File: src/rtl/div_iter.sv
// div_iter: iterative restoring divider, signed or unsigned, one quotient bit per clock.
// Latency: result_o/ready_o valid WIDTH+1 edges after acceptance (2 edges for divide-by-zero).
// Handshake: start_i is held until ready_o is consumed; dropping start_i in END frees the unit.
//
// Ports:
//   clk, rst        clock, asynchronous active-high reset
//   signed_div_i    1 = two's-complement division, 0 = unsigned
//   opdata1_i       dividend, sampled only at the accepting edge
//   opdata2_i       divisor, sampled only at the accepting edge
//   start_i         request, held high until the result is consumed
//   annul_i         abort of an in-flight division
//   result_o        {remainder, quotient}, registered
//   ready_o         result_o valid, registered
module div_iter #(
  parameter int WIDTH = 32
) (
  input  logic                 clk,
  input  logic                 rst,
  input  logic                 signed_div_i,
  input  logic [WIDTH-1:0]     opdata1_i,
  input  logic [WIDTH-1:0]     opdata2_i,
  input  logic                 start_i,
  input  logic                 annul_i,
  output logic [2*WIDTH-1:0]   result_o,
  output logic                 ready_o
);

  localparam int CW = (WIDTH > 1) ? $clog2(WIDTH) : 1;

  typedef enum logic [1:0] {
    FREE   = 2'd0,
    BYZERO = 2'd1,
    ON     = 2'd2,
    END    = 2'd3
  } state_t;

  state_t           state, state_n;
  logic [CW-1:0]    cnt, cnt_n;
  // dvd starts as the dividend magnitude; quotient bits shift in from the LSB
  // as dividend bits shift out of the MSB, so after WIDTH steps it holds the quotient.
  logic [WIDTH-1:0] dvd, dvd_n;
  logic [WIDTH-1:0] dsr, dsr_n;
  logic [WIDTH-1:0] rem, rem_n;
  logic             neg_q, neg_q_n;   // operand signs differed (signed mode only)
  logic             neg_r, neg_r_n;   // dividend was negative (signed mode only)
  logic [WIDTH-1:0] quo_fin, quo_fin_n;
  logic [WIDTH-1:0] rem_fin, rem_fin_n;
  logic [2*WIDTH-1:0] result_n;
  logic             ready_n;

  // One restoring step, evaluated every cycle and used only in ON.
  logic [WIDTH:0]   trial;
  logic             qbit;
  logic [WIDTH-1:0] rem_step;
  logic [WIDTH-1:0] quo_step;

  always_comb begin
    trial    = {rem, dvd[WIDTH-1]} - {1'b0, dsr};
    qbit     = ~trial[WIDTH];
    rem_step = qbit ? trial[WIDTH-1:0] : {rem[WIDTH-2:0], dvd[WIDTH-1]};
    quo_step = {dvd[WIDTH-2:0], qbit};
  end

  always_comb begin
    state_n   = state;
    cnt_n     = cnt;
    dvd_n     = dvd;
    dsr_n     = dsr;
    rem_n     = rem;
    neg_q_n   = neg_q;
    neg_r_n   = neg_r;
    quo_fin_n = quo_fin;
    rem_fin_n = rem_fin;
    result_n  = result_o;
    ready_n   = ready_o;

    case (state)
      FREE: begin
        result_n = '0;
        ready_n  = 1'b0;
        if (start_i && !annul_i) begin
          if (opdata2_i == '0) begin
            state_n = BYZERO;
          end else begin
            // Magnitudes are taken mod 2^WIDTH; the most-negative value maps
            // to itself, which is its correct unsigned magnitude.
            dvd_n   = (signed_div_i && opdata1_i[WIDTH-1]) ? -opdata1_i : opdata1_i;
            dsr_n   = (signed_div_i && opdata2_i[WIDTH-1]) ? -opdata2_i : opdata2_i;
            rem_n   = '0;
            cnt_n   = '0;
            neg_q_n = signed_div_i & (opdata1_i[WIDTH-1] ^ opdata2_i[WIDTH-1]);
            neg_r_n = signed_div_i & opdata1_i[WIDTH-1];
            state_n = ON;
          end
        end
      end

      BYZERO: begin
        quo_fin_n = '0;
        rem_fin_n = '0;
        state_n   = END;
      end

      ON: begin
        if (annul_i) begin
          state_n = FREE;
        end else begin
          dvd_n = quo_step;
          rem_n = rem_step;
          cnt_n = cnt + 1'b1;
          if (cnt == CW'(WIDTH - 1)) begin
            quo_fin_n = neg_q ? -quo_step : quo_step;
            rem_fin_n = neg_r ? -rem_step : rem_step;
            state_n   = END;
          end
        end
      end

      END: begin
        if (start_i) begin
          ready_n  = 1'b1;
          result_n = {rem_fin, quo_fin};
        end else begin
          ready_n  = 1'b0;
          result_n = '0;
          state_n  = FREE;
        end
      end

      default: begin
        state_n  = FREE;
        ready_n  = 1'b0;
        result_n = '0;
      end
    endcase
  end

  always_ff @(posedge clk or posedge rst) begin
    if (rst) begin
      state    <= FREE;
      cnt      <= '0;
      dvd      <= '0;
      dsr      <= '0;
      rem      <= '0;
      neg_q    <= 1'b0;
      neg_r    <= 1'b0;
      quo_fin  <= '0;
      rem_fin  <= '0;
      result_o <= '0;
      ready_o  <= 1'b0;
    end else begin
      state    <= state_n;
      cnt      <= cnt_n;
      dvd      <= dvd_n;
      dsr      <= dsr_n;
      rem      <= rem_n;
      neg_q    <= neg_q_n;
      neg_r    <= neg_r_n;
      quo_fin  <= quo_fin_n;
      rem_fin  <= rem_fin_n;
      result_o <= result_n;
      ready_o  <= ready_n;
    end
  end

endmodule

File: config.mk
export PLATFORM = sky130hd
export DESIGN_NAME = div_iter
export DESIGN_NICKNAME = d
export VERILOG_FILES = /design/src/rtl/div_iter.sv
export SDC_FILE = /design/constraint.sdc
export NUM_CORES = 1
export LEC_CHECK = 0
export ABC_AREA = 1
export BUFFER_PORTS_ARGS = -buffer_cell sky130_fd_sc_hd__buf_2
export CAP_MARGIN = 0
export CORE_UTILIZATION = 56
export CTS_BUF_LIST = sky130_fd_sc_hd__clkbuf_4 sky130_fd_sc_hd__clkbuf_8
export DETAILED_ROUTE_END_ITERATION = 12
export PLACE_DENSITY = 0.76
export SLEW_MARGIN = 20
export SYNTH_ARGS = -nofsm -noshare
export SYNTH_HDL_FRONTEND = slang
export SYNTH_SLANG_ARGS = --single-unit
export TNS_END_PERCENT = 50
File: constraint.sdc
create_clock -name clk -period 9.7 [get_ports clk]
set_clock_uncertainty 0.15 [all_clocks]
set_input_delay 1.455 -clock clk [delete_from_list [all_inputs] [get_ports clk]]
set_output_delay 1.455 -clock clk [all_outputs]
set_load 0.02 [all_outputs]
* Word level (Yosys, flattened, before mapping) *
Cells that the tools add are included.
W data, S select, Z words.

word-level totals
  register bits = 234
  latch bits = 0
  memory bits (writable) = 0
  memory bits (read-only) = 0
  output and inout bits = 65
  word-level logic and storage cells = 78
  memories = 0

operators by class
  add/sub/neg operators = 6
  multipliers = 0
  divide/modulo/power cells = 0
  $lt $le $gt $ge = 0
  equal/unequal tests = 10
  shifts and indexed selects = 0
  multiplexer cells = 33
  bitwise gates (word level) = 5
  reductions and logical operators = 13

operators by type and width
  operator               count
  $mux W32               15
  $pmux W32 S2           4
  $neg A32 Y32           4
  $pmux W64 S2           1
  $mux W64               1
  $sub A33 B32 Y33       1
  $logic_not A32 Y1      1
  $mux W5                3
  $mux W2                5
  $ne A2 B2 Y1 const B   5
  $pmux W5 S2            1
  $reduce_and A3 Y1      3
  $pmux W2 S4            1
  $reduce_bool A2 Y1     3
  $add A5 B1 Y5 const B  1
  $eq A5 B5 Y1 const B   1
  $eq A2 B2 Y1 const B   2
  $reduce_and A4 Y1      1
  $logic_and A1 B1 Y1    3
  $ne A3 B3 Y1 const B   1
  $and A1 B1 Y1          2
  $eq A2 B1 Y1 const B   1
  $logic_not A2 Y1       1
  $not A1 Y1             2
  4 further kinds        4

* Longest topological paths before layout *
  word-level depth = 7
  gate-level depth with buffers = 32
  mapped depth without buffers = 30

* Least setup slack after synthesis *
OpenSTA, ideal clock, no wires.

  path type = flip-flop to flip-flop
  start point = register dvd[31]
  end point = register quo_fin[30]
  arrival time = 3.740 ns
  data required time = 9.420 ns
  slack = 5.680 ns
  stages on the path, launching flop included = 33
  buffers on the path = 2
  clock period less this slack = 4.020 ns
  path through = dfrtp_1 -> inv_1 -> ha_1 -> fa_1 -> inv_1 -> nand2_1 -> nand2_1 -> nand3_1 -> nand2_1 -> nand2_1 -> nand2_1 -> nand2_2 -> nand2_4 -> nand2_4 -> nand2_4 -> buf_6 -> buf_4 -> ha_1 -> nand2_1 -> nor2_1 -> inv_1 -> nor2_1 -> nand4_1 -> inv_1 -> nand4_1 -> nor2_1 -> nand3_1 -> nor2_1 -> nand3_1 -> o21ai_0 -> a21oi_1 -> o21ai_0 -> o21ai_0

on the way
  cells in the longest elaborated chain, start to end = 7

ends and longest elaborated chain
  element                   RTL line  source
  start: declaration        41        logic [WIDTH-1:0] dvd, dvd_n;
  start signal: assignment  154       dvd <= dvd_n;
  $sub A33 B32 Y33          58        trial = {rem, dvd[WIDTH-1]} - {1'b0, dsr};
  $not A1 Y1                59        qbit = ~trial[WIDTH];
  $neg A32 Y32              112       quo_fin_n = neg_q ? -quo_step : quo_step;
  $mux W32                  112
  $mux W32                  111       if (cnt == CW'(WIDTH - 1)) begin
  $mux W32                  105       if (annul_i) begin
  $pmux W32 S2              77        case (state)
  end signal: assignment    159       quo_fin <= quo_fin_n;
  end: declaration          46        logic [WIDTH-1:0] quo_fin, quo_fin_n;

Every way passes these cells. The select of a mux whose other input is x is not followed.
A chain may end at the register's enable or synchronous reset.

* Worst setup path in the final report *
  start point = input opdata2_i[1]
  end point = register cnt[2]

on the way
  cells in the longest elaborated chain, start to end = 3

ends and longest elaborated chain
  element                             RTL line  source
  start: declaration                  21        input logic [WIDTH-1:0] opdata2_i,
  $logic_not A32 Y1                   82        if (opdata2_i == '0) begin
  $ne A2 B2 Y1 (no source line)       n/a
  $reduce_and A4 Y1 (no source line)  n/a
  end signal: assignment              153       cnt <= cnt_n;
  end: declaration                    38        logic [CW-1:0] cnt, cnt_n;

Every way passes these cells.

==> results.cfg <==
[floorplanning]
initial_utilization_pct = 57.3
num_io_pins = 134
die_width_um = 169
total_die_area_um2 = 28400
chip_height_um = 169
floorplan.core_area_um2 = 27100
floorplan.rows = 60

[synthesis]
synth.ff_latch_count = 234
synth-main-ff-cell = dfrtp_1
synth_largest_area_cell = dfrtp_1
synth-warning-count = 0
postSynth.asyncResetShare_pct = 100
synth_area_um2 = 15500
netlist.area_leader.share_pct = 37.7
synth.lib_cells_used.distinct = 51
synth_nets = 2386
synthesis.instances = 2274
post_synthesis_average_cell_area_um2 = 6.83
share_of_the_yosys_chip_area_belonging_to_registers_pct = 37.7
synth_enable_flop_cells = 0
synth.top_cells.by_area = dfrtp_1 38%, nand2_1 17%, inv_1 8.2%

[clock_tree]
holdBufCountCts = 0
clkSlewWorstSetupHoldPaths_ns = 0.06
clock_insertion_delay_worst_skew_ns = 0.56
cts-buffers-inserted = 39
clockRootBuffer = clkbuf_8
cts.sinks = 234
post_cts.resized_instances = 0
cts_post_setup_buffers_inserted = 0
max-clock-path-buffers = 3
cts.htree.levels = 2
cts_tree = yes

[finish]
final_net_count = 2491
num-fill-cells = 2490
antenna_cells_inserted = 0
multi_input_area_um2 = 7990
area.sequential_um2 = 5860
layout-drive-gt1-share_pct = 11.5
layout-area-overhead-vs-synth_pct = 11.3

[timing]
post-route-worst-setup-slack_ns = 4.28
timing.max_slew.rel_slack_pct = 38.3
setup_viol_count_final = 0
tns_ns = 0
setup_repair_after_global_routing_missed_its_margin = no
timing_max_transition_violations_final = 0
fmax_mhz = 184
min_period_ns = 5.42
min_period_over_period_pct = 55.9
hold_viol_final = 0
worst_slew_pin_slew_ns = 0.925

[global_routing]
grt_max_degree = 104
first_global_vias = 13881
global_route_wire_length_before_repair_um = 69500
initial_antenna_violation_count = 0
grt.total_usage_pct = 30.4
global_route.overflow_total = 0

[pwr]
power_density_nw_per_um2 = 373
totalPowerFinal_mw = 6.46
p_leak_nw = 9.05
vdd_ir_drop_max_mv = 0.207

[drt]
detailedRoute.firstIterationViolations = 1567
first_pass_iters = 5
route.vias.total = 14859
viasPerCell = 5.34
detail_route.wirelength_um = 42000
drcViolationCount = 0
route.antenna.remaining_nets = 0
drt-wirelength-per-cell_um = 15.1

[worst_setup_path]
critPathArrivalTime_ns = 5.69
worstReg2RegEnd = quo_fin[30]
critical_path_required_ns = 9.97
worstPathMaxFanout = 71
type_of_element_launching_the_critical_path = input port
reg2regPathDepth = 30
crit_end = cnt[2]
rrSetupSlack_ns = 4.58
rr_startpoint = dvd[31]
worstSetupEndpointType = flip-flop
crit_path_start = opdata2_i[1]
critical_setup_path_class = input port to flip-flop

[job]
drv_cap = 0

[placed_design]
dp_slack_ns = 3.64
buffer_ports.inserted = 133
detail_placement_hpwl_um = 32000
globalplace.congestion = 0.939

[status]
run_status = complete, no violations

[worst_hold_path]
worst_hold_path_type = flip-flop to flip-flop
[where the power goes]
part	internal [mW]	total, mW	switching [mW]
registers	1.19	1.41	0.221
logic	1.19	4.03	2.85
clock network	0.601	1.01	0.411
total	2.98	6.46	3.48
[layout make-up]
type | instances | area share, %
Multi-Input combinational cell | 1611 | 46.2
Sequential cell | 234 | 33.9
Inverter | 349 | 7.63
Timing Repair Buffer | 144 | 4.33
Clock buffer | 60 | 4.31
Tap cell | 372 | 2.69
Clock inverter | 11 | 0.999
[per-stage QoR]
step	hold slack [ns]	utilization (%)	instances	instance area, µm²
6_report	0.325	63.8	2781	17300
5_1_grt	0.338	63.8	2781	17300
4_1_cts	0.329	63.8	2781	17300
3_5_place_dp	0.312	60.4	2710	16400
3_3_place_gp	0.309	60.4	2710	16400
2_1_floorplan	0.299	-	2274	15500
[synthesized netlist by cell type (all sizes together), types with 3 or more instances]
library cell,instances
nand2,716
inv,347
dfrtp,234
o21ai,226
nor2,189
nand3,120
a21oi,71
clkbuf,61
o22ai,53
xor2,49
ha,42
nor3,35
nand4,29
buf,19
o211ai,16
xnor2,14
nand3b,10
nor4,6
o32ai,5
a22oi,3
and2,3
o21a,3
o21bai,3
o221ai,3
o31ai,3
[flip-flops by register name, indices dropped and copies added (netlist names)]
| signal | cells |
|---|---|
| neg_q | 1 |
| quo_fin | 32 |
| rem_fin | 32 |
| result_o | 64 |
| dsr | 32 |
| state | 2 |
| rem | 32 |
| neg_r | 1 |
| ready_o | 1 |
| dvd | 32 |
| cnt | 5 |
[layout by cell type (no fill, tap or decap), drive strengths merged]
| master | count |
|---|---|
| nand2 | 716 |
| inv | 347 |
| dfrtp | 234 |
| o21ai | 226 |
| nor2 | 189 |
| buf | 144 |
| nand3 | 120 |
| a21oi | 71 |
| clkbuf | 60 |
| o22ai | 53 |
| xor2 | 49 |
| ha | 42 |
| nor3 | 35 |
| nand4 | 29 |
| o211ai | 16 |
| xnor2 | 14 |
| nand3b | 10 |
| clkinv | 8 |
| nor4 | 6 |
| o32ai | 5 |
| bufinv | 4 |
| and2 | 3 |
| o21a | 3 |
| o31ai | 3 |
| o221ai | 3 |
| a22oi | 3 |
| o21bai | 3 |
| or2 | 2 |
| a31oi | 2 |
| a22o | 2 |
| a21o | 1 |
| and3 | 1 |
| o2111ai | 1 |
| o311ai | 1 |
| a41oi | 1 |
| fa | 1 |
| clkinvlp | 1 |
[cell families after synthesis]
| group | Yosys count | share of synthesized area (%) |
|---|---|---|
| DFF | 234 | 37.7 |
| buffers and inverters | 429 | 10.9 |
| xor gates and xnor gates | 63 | 3.55 |
| AOI/OAI and AO/OA | 394 | 14.0 |
| adders and majority gates | 43 | 3.51 |
| and+or+nand+nor | 1111 | 30.2 |
[worst min path at each step]
stage	from	end	slack [ns]	depth (start not counted)
after detailed placement	ready_o	ready_o	0.31	2
after global routing	ready_o	ready_o	0.34	2
final	result_o[40]	result_o[40]	0.33	2
after global placement	result_o[14]	result_o[14]	0.31	2
after floorplan	rem_fin[19]	rem_fin[19]	0.30	2
after CTS	ready_o	ready_o	0.33	2
[critical path, stage by stage]
cell and delay, ns:
buf_2 0.10, inv_1 0.07, ha_1 0.17, nand2_1 0.06
nor2_1 0.13, nand2_1 0.09, nor3_1 0.28, nand4_1 0.21
nor2_1 0.28, nand2_1 0.12, nand3_1 0.08, buf_4 0.33
inv_1 0.17, nor2_4 0.60, clkinv_2 0.92, nand2_1 0.32
xor2_1 0.21, nor2_1 0.07
[per-layer routing]
layer,GRT usage [%],wire length (µm),vias to the layer above
li1,-,-,7481
met1,48.3,20900,6748
met2,42.2,16600,560
met3,4.98,3530,70
met4,8.46,1010,0
met5,0,0,-
(Power assumes the default switching activity.)
